[src/rtl/awg_pkg.sv]
// Shared definitions for the AWG sweep sequencer: register map, control bits,
// FSM states and the amplitude floor.
package awg_pkg;

  localparam logic [2:0] REG_FSTART = 3'd0;
  localparam logic [2:0] REG_FSTOP  = 3'd1;
  localparam logic [2:0] REG_FSTEP  = 3'd2;
  localparam logic [2:0] REG_DWELL  = 3'd3;
  localparam logic [2:0] REG_AMP    = 3'd4;
  localparam logic [2:0] REG_PHASE  = 3'd5;
  localparam logic [2:0] REG_CTRL   = 3'd6;

  localparam int unsigned CTRL_START     = 0;
  localparam int unsigned CTRL_LOOP      = 1;
  localparam int unsigned CTRL_ABORT     = 2;
  localparam int unsigned CTRL_EN_MANUAL = 3;

  localparam logic [2:0] AMP_MIN = 3'd1;

  typedef enum logic [1:0] {
    IDLE  = 2'd0,
    DWELL = 2'd1,
    STEP  = 2'd2
  } state_t;

endpackage

[src/rtl/awg_sweep_ctrl_dwell_timer.sv]
// Dwell timer: prescaler by DWELL_DIV feeding a tick counter; expire is high on
// the last clock of a (dwell+1)*DWELL_DIV window that starts when clr drops.
module dwell_timer #(
  parameter int DWELL_DIV = 1024
) (
  input  logic        clk,
  input  logic        rst,
  input  logic        clr,
  input  logic [11:0] dwell,
  output logic        expire
);

  localparam int PW = (DWELL_DIV > 1) ? $clog2(DWELL_DIV) : 1;

  logic [PW-1:0] pre;
  logic [11:0]   ticks;
  logic          pre_wrap;

  assign pre_wrap = (pre == PW'(DWELL_DIV - 1));
  assign expire   = !clr && pre_wrap && (ticks == dwell);

  always_ff @(posedge clk or posedge rst) begin
    if (rst) begin
      pre   <= '0;
      ticks <= '0;
    end else if (clr) begin
      pre   <= '0;
      ticks <= '0;
    end else if (pre_wrap) begin
      pre   <= '0;
      ticks <= ticks + 12'd1;
    end else begin
      pre <= pre + PW'(1);
    end
  end

endmodule

[src/rtl/awg_sweep_ctrl.sv]
// Register-programmed linear frequency sweep sequencer for the sine generator:
// register file, sweep FSM and registered generator controls.
module awg_sweep_ctrl
  import awg_pkg::*;
#(
  parameter int FREQ_W    = 12,
  parameter int DWELL_DIV = 1024
) (
  input  logic              clk,
  input  logic              rst,
  input  logic              wr_en,
  input  logic [2:0]        wr_addr,
  input  logic [11:0]       wr_data,
  output logic              en,
  output logic [FREQ_W-1:0] freq,
  output logic [2:0]        amp,
  output logic [7:0]        phase,
  output logic              busy,
  output logic              done,
  output logic              wrap
);

  logic [11:0] r_fstart, r_fstop, r_fstep, r_dwell;
  logic        r_loop, r_en_manual;

  logic [FREQ_W-1:0] w_start, w_stop, w_step;
  logic [11:0]       w_dwell;

  state_t            state, state_n;
  logic [FREQ_W-1:0] freq_n;
  logic              en_n, done_n, wrap_n, load;
  logic [FREQ_W:0]   next_f, stop_ext;
  logic              wr_ctrl, abort_cmd, start_cmd, expire;

  assign wr_ctrl   = wr_en && (wr_addr == REG_CTRL);
  assign abort_cmd = wr_ctrl && wr_data[CTRL_ABORT];
  assign start_cmd = wr_ctrl && wr_data[CTRL_START] && !wr_data[CTRL_ABORT];

  always_ff @(posedge clk or posedge rst) begin
    if (rst) begin
      r_fstart    <= '0;
      r_fstop     <= '0;
      r_fstep     <= '0;
      r_dwell     <= '0;
      r_loop      <= 1'b0;
      r_en_manual <= 1'b0;
      amp         <= AMP_MIN;
      phase       <= '0;
    end else if (wr_en) begin
      case (wr_addr)
        REG_FSTART: r_fstart <= wr_data;
        REG_FSTOP:  r_fstop  <= wr_data;
        REG_FSTEP:  r_fstep  <= wr_data;
        REG_DWELL:  r_dwell  <= wr_data;
        REG_AMP:    amp      <= (wr_data[2:0] == 3'd0) ? AMP_MIN : wr_data[2:0];
        REG_PHASE:  phase    <= wr_data[7:0];
        REG_CTRL: begin
          r_loop      <= wr_data[CTRL_LOOP];
          r_en_manual <= wr_data[CTRL_EN_MANUAL];
        end
        default: ;
      endcase
    end
  end

  dwell_timer #(
    .DWELL_DIV(DWELL_DIV)
  ) u_dwell_timer (
    .clk    (clk),
    .rst    (rst),
    .clr    (state != DWELL),
    .dwell  (w_dwell),
    .expire (expire)
  );

  assign next_f   = {1'b0, freq} + {1'b0, w_step};
  assign stop_ext = {1'b0, w_stop};

  always_comb begin
    state_n = state;
    freq_n  = freq;
    en_n    = en;
    done_n  = 1'b0;
    wrap_n  = 1'b0;
    load    = 1'b0;
    if (abort_cmd) begin
      state_n = IDLE;
      freq_n  = FREQ_W'(r_fstart);
      en_n    = wr_data[CTRL_EN_MANUAL];
    end else begin
      case (state)
        IDLE: begin
          if (start_cmd) begin
            state_n = DWELL;
            freq_n  = FREQ_W'(r_fstart);
            en_n    = 1'b1;
            load    = 1'b1;
          end else if (wr_ctrl) begin
            // en tracks en_manual in IDLE, but a finished sweep leaves it at 1
            // until the next control write.
            en_n = wr_data[CTRL_EN_MANUAL];
          end
        end
        DWELL: begin
          if (expire) state_n = STEP;
        end
        STEP: begin
          if ((freq == w_stop) || (w_start > w_stop)) begin
            if (r_loop) begin
              state_n = DWELL;
              freq_n  = w_start;
              wrap_n  = 1'b1;
            end else begin
              state_n = IDLE;
              done_n  = 1'b1;
            end
          end else if (next_f > stop_ext) begin
            state_n = DWELL;
            freq_n  = w_stop;
          end else begin
            state_n = DWELL;
            freq_n  = next_f[FREQ_W-1:0];
          end
        end
        default: state_n = IDLE;
      endcase
    end
  end

  always_ff @(posedge clk or posedge rst) begin
    if (rst) begin
      state   <= IDLE;
      freq    <= '0;
      en      <= 1'b0;
      busy    <= 1'b0;
      done    <= 1'b0;
      wrap    <= 1'b0;
      w_start <= '0;
      w_stop  <= '0;
      w_step  <= '0;
      w_dwell <= '0;
    end else begin
      state <= state_n;
      freq  <= freq_n;
      en    <= en_n;
      busy  <= (state_n != IDLE);
      done  <= done_n;
      wrap  <= wrap_n;
      if (load) begin
        w_start <= FREQ_W'(r_fstart);
        w_stop  <= FREQ_W'(r_fstop);
        w_step  <= FREQ_W'(r_fstep);
        w_dwell <= r_dwell;
      end
    end
  end

endmodule

[config.mk]
export PLATFORM = sky130hd
export DESIGN_NAME = awg_sweep_ctrl
export DESIGN_NICKNAME = d
export VERILOG_FILES = /design/src/rtl/awg_pkg.sv /design/src/rtl/awg_sweep_ctrl_dwell_timer.sv /design/src/rtl/awg_sweep_ctrl.sv
export SDC_FILE = /design/constraint.sdc
export NUM_CORES = 1
export LEC_CHECK = 0
export BUFFER_PORTS_ARGS = -buffer_cell sky130_fd_sc_hd__buf_2
export CELL_PAD_IN_SITES_DETAIL_PLACEMENT = 2
export CELL_PAD_IN_SITES_GLOBAL_PLACEMENT = 2
export CORE_AREA = 2 2 133 135
export CTS_CLUSTER_SIZE = 14
export DETAILED_ROUTE_END_ITERATION = 10
export DIE_AREA = 0 0 135 137
export PLACE_DENSITY = 0.84
export SETUP_SLACK_MARGIN = 0.4
export SLEW_MARGIN = 20
export SYNTH_ARGS = -nofsm -noshare
export SYNTH_HDL_FRONTEND = slang
export SYNTH_SLANG_ARGS = --single-unit
[constraint.sdc]
create_clock -name clk -period 9.1 [get_ports clk]
set_input_delay 2.73 -clock clk [delete_from_list [all_inputs] [get_ports clk]]
set_output_delay 2.73 -clock clk [all_outputs]
set_load 0.01 [all_outputs]
# Word-level counts from Yosys, hierarchy flattened

Index checks and enable logic that the tools add are counted.

Output and inout port bits: 27
Logic and storage cells: 96
Input bits: 18
Bits in registers: 148

Reduce and logical (&&, ||, !) cells: 26
Add/sub/neg operators: 3
Equality and inequality tests: 14
Order comparisons: 2
Mux-type cells: 32

Operators with widths:

| kind                    | count |
|---|---|
| $mux W12                | 7 |
| $eq A12 B12 Y1          | 2 |
| $pmux W12 S2            | 1 |
| $mux W10                | 2 |
| $mux W1                 | 16 |
| $reduce_and A2 Y1       | 8 |
| $add A12 B12 Y13        | 1 |
| $gt A13 B12 Y1          | 1 |
| $add A12 B1 Y12 const B | 1 |
| $gt A12 B12 Y1          | 1 |
| $add A10 B1 Y10 const B | 1 |
| $eq A10 B10 Y1 const B  | 1 |
| $eq A3 B3 Y1 const B    | 3 |
| $mux W2                 | 4 |
| $eq A3 B2 Y1 const B    | 2 |
| $logic_and A1 B1 Y1     | 6 |
| $logic_not A3 Y1        | 2 |
| $pmux W2 S3             | 1 |
| $reduce_bool A2 Y1      | 3 |
| $reduce_bool A3 Y1      | 2 |
| $ne A4 B4 Y1 const B    | 1 |
| $eq A3 B1 Y1 const B    | 1 |
| $mux W3                 | 1 |
| $ne A3 B3 Y1 const B    | 1 |
| other kinds (7)         | 8 |

# Depth between registers and ports, before layout

Depth in word-level cells: 8
Gate-level depth with buffers: 18
Mapped depth without buffers: 17

# By module

Synthesis repeated with hierarchy kept, for this count alone.

Cells, all modules: 673
Area, all modules: 7868.8 sq um

Modules (own cells, without submodules):

| module         | instances | seq. area each (sq um) | cells an instance | area an instance (sq um) |
|---|---|---|---|---|
| awg_sweep_ctrl | 1         | 3154.3                 | 543               | 6586.3 |
| dwell_timer    | 1         | 550.5                  | 130               | 1282.5 |

# Worst setup path before layout

OpenSTA, ideal clock, no wires.

Path type: reg-to-reg
From: register freq[0]
To: register freq[2]
Setup time: 0.129 ns
Buffers on the path: 1
Arrival: 4.174 ns
Required time: 8.971 ns
Path slack: 4.797 ns
Stages on the path, launching flop included: 19
Period minus slack after synthesis: 4.303 ns
Cells stage by stage: dfrtp_1 -> ha_1 -> inv_1 -> fa_1 -> nor2b_1 -> o31a_1 -> o211ai_1 -> nand2_1 -> o311ai_0 -> ha_1 -> a21o_1 -> a211o_1 -> a2111oi_4 -> a21oi_2 -> a211oi_4 -> buf_6 -> mux2_1 -> a221oi_1 -> a21oi_1

Word-level cells in the longest chain between the ends: 6
Elaborated cells on any way between the ends: 10
Those cells by class: add/sub: 1; order compare: 1; eq/ne: 2; mux: 4; reduce/logical: 2

Ends and longest elaborated chain:

| item                   | line                  | RTL |
|---|---|---|
| start, declared        | awg_sweep_ctrl.sv:15  | `output logic [FREQ_W-1:0] freq,` |
| start signal, assigned | awg_sweep_ctrl.sv:144 | `freq <= freq_n;` |
| $add A12 B12 Y13       | awg_sweep_ctrl.sv:76  | `assign next_f = {1'b0, freq} + {1'b0, w_step};` |
| $gt A13 B12 Y1         | awg_sweep_ctrl.sv:117 | `end else if (next_f > stop_ext) begin` |
| $mux W12               | awg_sweep_ctrl.sv:117 |  |
| $mux W12               | awg_sweep_ctrl.sv:108 | `if ((freq == w_stop) \|\| (w_start > w_stop)) begin` |
| $pmux W12 S2           | awg_sweep_ctrl.sv:91  | `case (state)` |
| $mux W12               | awg_sweep_ctrl.sv:86  | `if (abort_cmd) begin` |

Several ways; a longest one is shown, not always the timed one.
A chain may end at the register's enable or synchronous reset.

# Worst setup path in the final report

From: input port wr_addr[1]
To: register freq[8]

Word-level cells in the longest chain between the ends: 6
Elaborated cells on any way between the ends: 10
Those cells by class: eq/ne: 3; mux: 1; reduce/logical: 6

Ends and longest elaborated chain:

| item                               | line                 | RTL |
|---|---|---|
| start, declared                    | awg_sweep_ctrl.sv:12 | `input logic [2:0] wr_addr,` |
| $eq A3 B3 Y1 *                     | awg_sweep_ctrl.sv:35 | `assign wr_ctrl = wr_en && (wr_addr == REG_CTRL);` |
| $logic_and A1 B1 Y1 *              | awg_sweep_ctrl.sv:35 |  |
| $logic_and A1 B1 Y1 (2 in series)  | awg_sweep_ctrl.sv:37 | `assign start_cmd = wr_ctrl && wr_data[CTRL_START] && !wr_data[CTRL_ABORT];` |
| $ne A3 B3 Y1 (no source line)      | -                    |  |
| $reduce_and A3 Y1 (no source line) | -                    |  |

Mark *: on every way between the ends. The rest lies on a longest branch, timed or not.

==> reports/summary.txt <==
crit-path max FO: 38
sequential power share: 36.6%
max-slew violations: 0
Fmax: 0.177 GHz
Setup TNS Final: 0 ns
Vias: 5,307
maximum clock path buffer count: 2
fraction of layout cells with a size suffix above 1: 29.0%
Final Skew: 0.0106 ns
synth unique cells: 54
Syn Area/Cell: 11.8 um2
total power: 2540 uW
number of I/O pins: 45
Slew @ Worst Pin: 0.915 ns
VDD IR max: 0.205 mV
Die H: 137 um
htree depth: 4
CORE AREA: 0.0171 mm2
CP required: 9.44 ns
slew margin rel.: 38.9%
Post-Route WL: 23.0 mm
first-pass GRT wire length: 36.8 mm
Reg clk slew, reported paths: 0.06 ns
worst path cell trace: buf_2, nand2_1, nor3b_1, nand4b_1, buf_4, o211ai_1, buf_4, nor2_1, a41oi_2
final RePlAce weighted congestion: 0.811
hold_ws: 0.506 ns
sum of buffers and inverters on the critical path: 3
Total Routing Usage GR: 26.9%
R2R Path Start: freq[0]
vias per cell: 5.73
crit path DAT: 5.99 ns
Ant. Diodes: 0
slowest stage delay, CP: 0.81 ns
clock share of power: 28.3%
CP Capture Type: flop
Placed Instances: 893
CP delay by family, top: simple AND/OR/NAND/NOR gates
Max Cap Viol: 0
latest clock arrival within the worst-skew pair: 0.43 ns
CTS Hold Bufs: 0
Post-CTS Setup Bufs: 0
Net Sw Frac: 36.0%
Main synth FF type: dfrtp_1
die span in x: 135 um
Routed Antenna Nets: 0
DRC errors left: 0
crit path time final: 5.65 ns
post-DP HPWL: 16.0 mm
DRT Pass-1 Iters: 4
commonest non-fill, non-tap cell in the layout: dfrtp_1
number of global-route vias before repair: 6,103
total grt overflow: 0
placed cell areas: 0.00801 mm2
clock sink count: 148
CP Class: input port to flop
CTS Root Cell: clkbuf_16
final setup vio count: 0
worst setup path start: wr_addr[1]
Seq/Total Area, Yosys: 49.2%
outcome: finished clean
Non-Filler Instances: 926
Pwr Density: 294 mW/mm2
antenna violations before repair: 0
Worst path slowest cell: nand4b_1
Post-synth ARST share: 100%
Synth Net Count: 698
drt wl/cell: 24.8 um
post_cts resized: 0
Sw Pwr: 914 uW
synthesized instance count: 641
Finished Cell Area: 0.00863 mm2
crit-path most repeated cell: buf_4
Combinational Power Share: 35.0%
final worst path period share: 62.1%
Pleak: 0.00395 uW
CTS tree: built
row count: 48
initial core utilization: 44.2%
IO Port Bufs: 44
RSZ-0062 raised after global routing: no
Final Hold Viols: 0
Hold/Removal Path Class: flop to flop
Synth-to-Final Area Change: 14.5%
Iteration-0 DRC Markers: 175
Cell Area, Synth: 0.00754 mm2
FF+latch count, synth: 148
YS warnings: 0
die area: 0.0185 mm2
cts bufs inserted: 17
Setup crit start kind: input port
Post-synth EDFFs: 0
Int Power: 1630 uW
largest net degree at the start of global routing: 83
nets: 745
most frequent cells in the layout: 147 x dfrtp_1, 109 x mux2_2, 48 x nor2_1
Min-Delay Startpoint: phase[1]
[sequential cells by signal, indices dropped and copies added (netlist names), 2 cells and up]
signal / flops
u_dwell_timer.ticks: 12
phase: 8
r_fstart: 12
r_fstep: 12
state: 2
r_fstop: 12
u_dwell_timer.pre: 10
w_stop: 12
amp: 3
w_step: 12
freq: 12
w_dwell: 12
r_dwell: 12
w_start: 12
[layer usage]
| metal | vias to the layer above | share of wire [%] | global-route usage (%) |
|---|---|---|---|
| li1 | 2384 | - | - |
| met1 | 2813 | 42 | 32.2 |
| met2 | 76 | 54 | 50.5 |
| met3 | 34 | 1.8 | 4.00 |
| met4 | 0 | 2.0 | 7.29 |
| met5 | - | 0 | 0 |
[worst paths after layout]
| check | to | slack, ns | cells after the start |
|---|---|---|---|
| worst max-delay path | freq[8] | 3.45 | 9 |
| max in group asynchronous | r_loop | 5.49 | 4 |
| worst min-delay path | phase[1] | 0.51 | 1 |
| worst max register to register | freq[4] | 3.84 | 17 |
| worst min register to register | phase[1] | 0.51 | 1 |
| min in group asynchronous | phase[0] | 2.39 | 2 |
[synthesized netlist by cell type (7+ instances only)]
cell / instances / area share (%)
nand4_1: 14 / 1.2
and3_1: 15 / 1.2
ha_1: 38 / 6.3
mux2_2: 109 / 16
nand3_1: 10 / 0.66
a221oi_1: 7 / 0.81
clkbuf_1: 17 / 0.85
o21ai_0: 12 / 0.80
mux2_1: 9 / 1.3
nor2_1: 48 / 2.4
a21oi_1: 28 / 1.9
inv_1: 26 / 1.3
dfrtp_1: 147 / 49
nand2_1: 30 / 1.5
xnor2_1: 16 / 1.9
xor2_1: 30 / 3.5
[layout make-up]
type                            instances  area, um2
Timing Repair Buffer                   51        285
Inverter                               26        103
Tap cell                              225        282
Multi-Input combinational cell        444       3660
Clock inverter                          8        124
Sequential cell                       148       3700
Fill cell                            1685       8430
Clock buffer                           24        472
[per-stage QoR]
stage	util (%)	setup WS, ns
after floorplan	-	2.39
after global placement	47.0	3.55
after detailed placement	47.0	3.32
after global routing	50.6	3.09
after CTS	50.4	3.50
final	50.6	3.45
[power by group through the flow]
stage	Clock [uW]	Sequential [uW]	Combinational, uW
6_report	720	930	890
3_5_place_dp	0	932	877
5_1_grt	759	946	988
2_1_floorplan	0	884	644
4_1_cts	737	929	894
3_3_place_gp	0	912	813
[logic make-up after synthesis]
| family | after synthesis | share of synthesized area (%) |
|---|---|---|
| flops | 148 | 49.2 |
| mux | 122 | 18.2 |
| buf+inv | 49 | 2.59 |
| simple gates | 160 | 10.8 |
| compound gates | 77 | 7.35 |
| fa+ha+maj | 39 | 6.57 |
| xor+xnor | 46 | 5.35 |
Note: power is estimated with default switching activity, not from simulation.
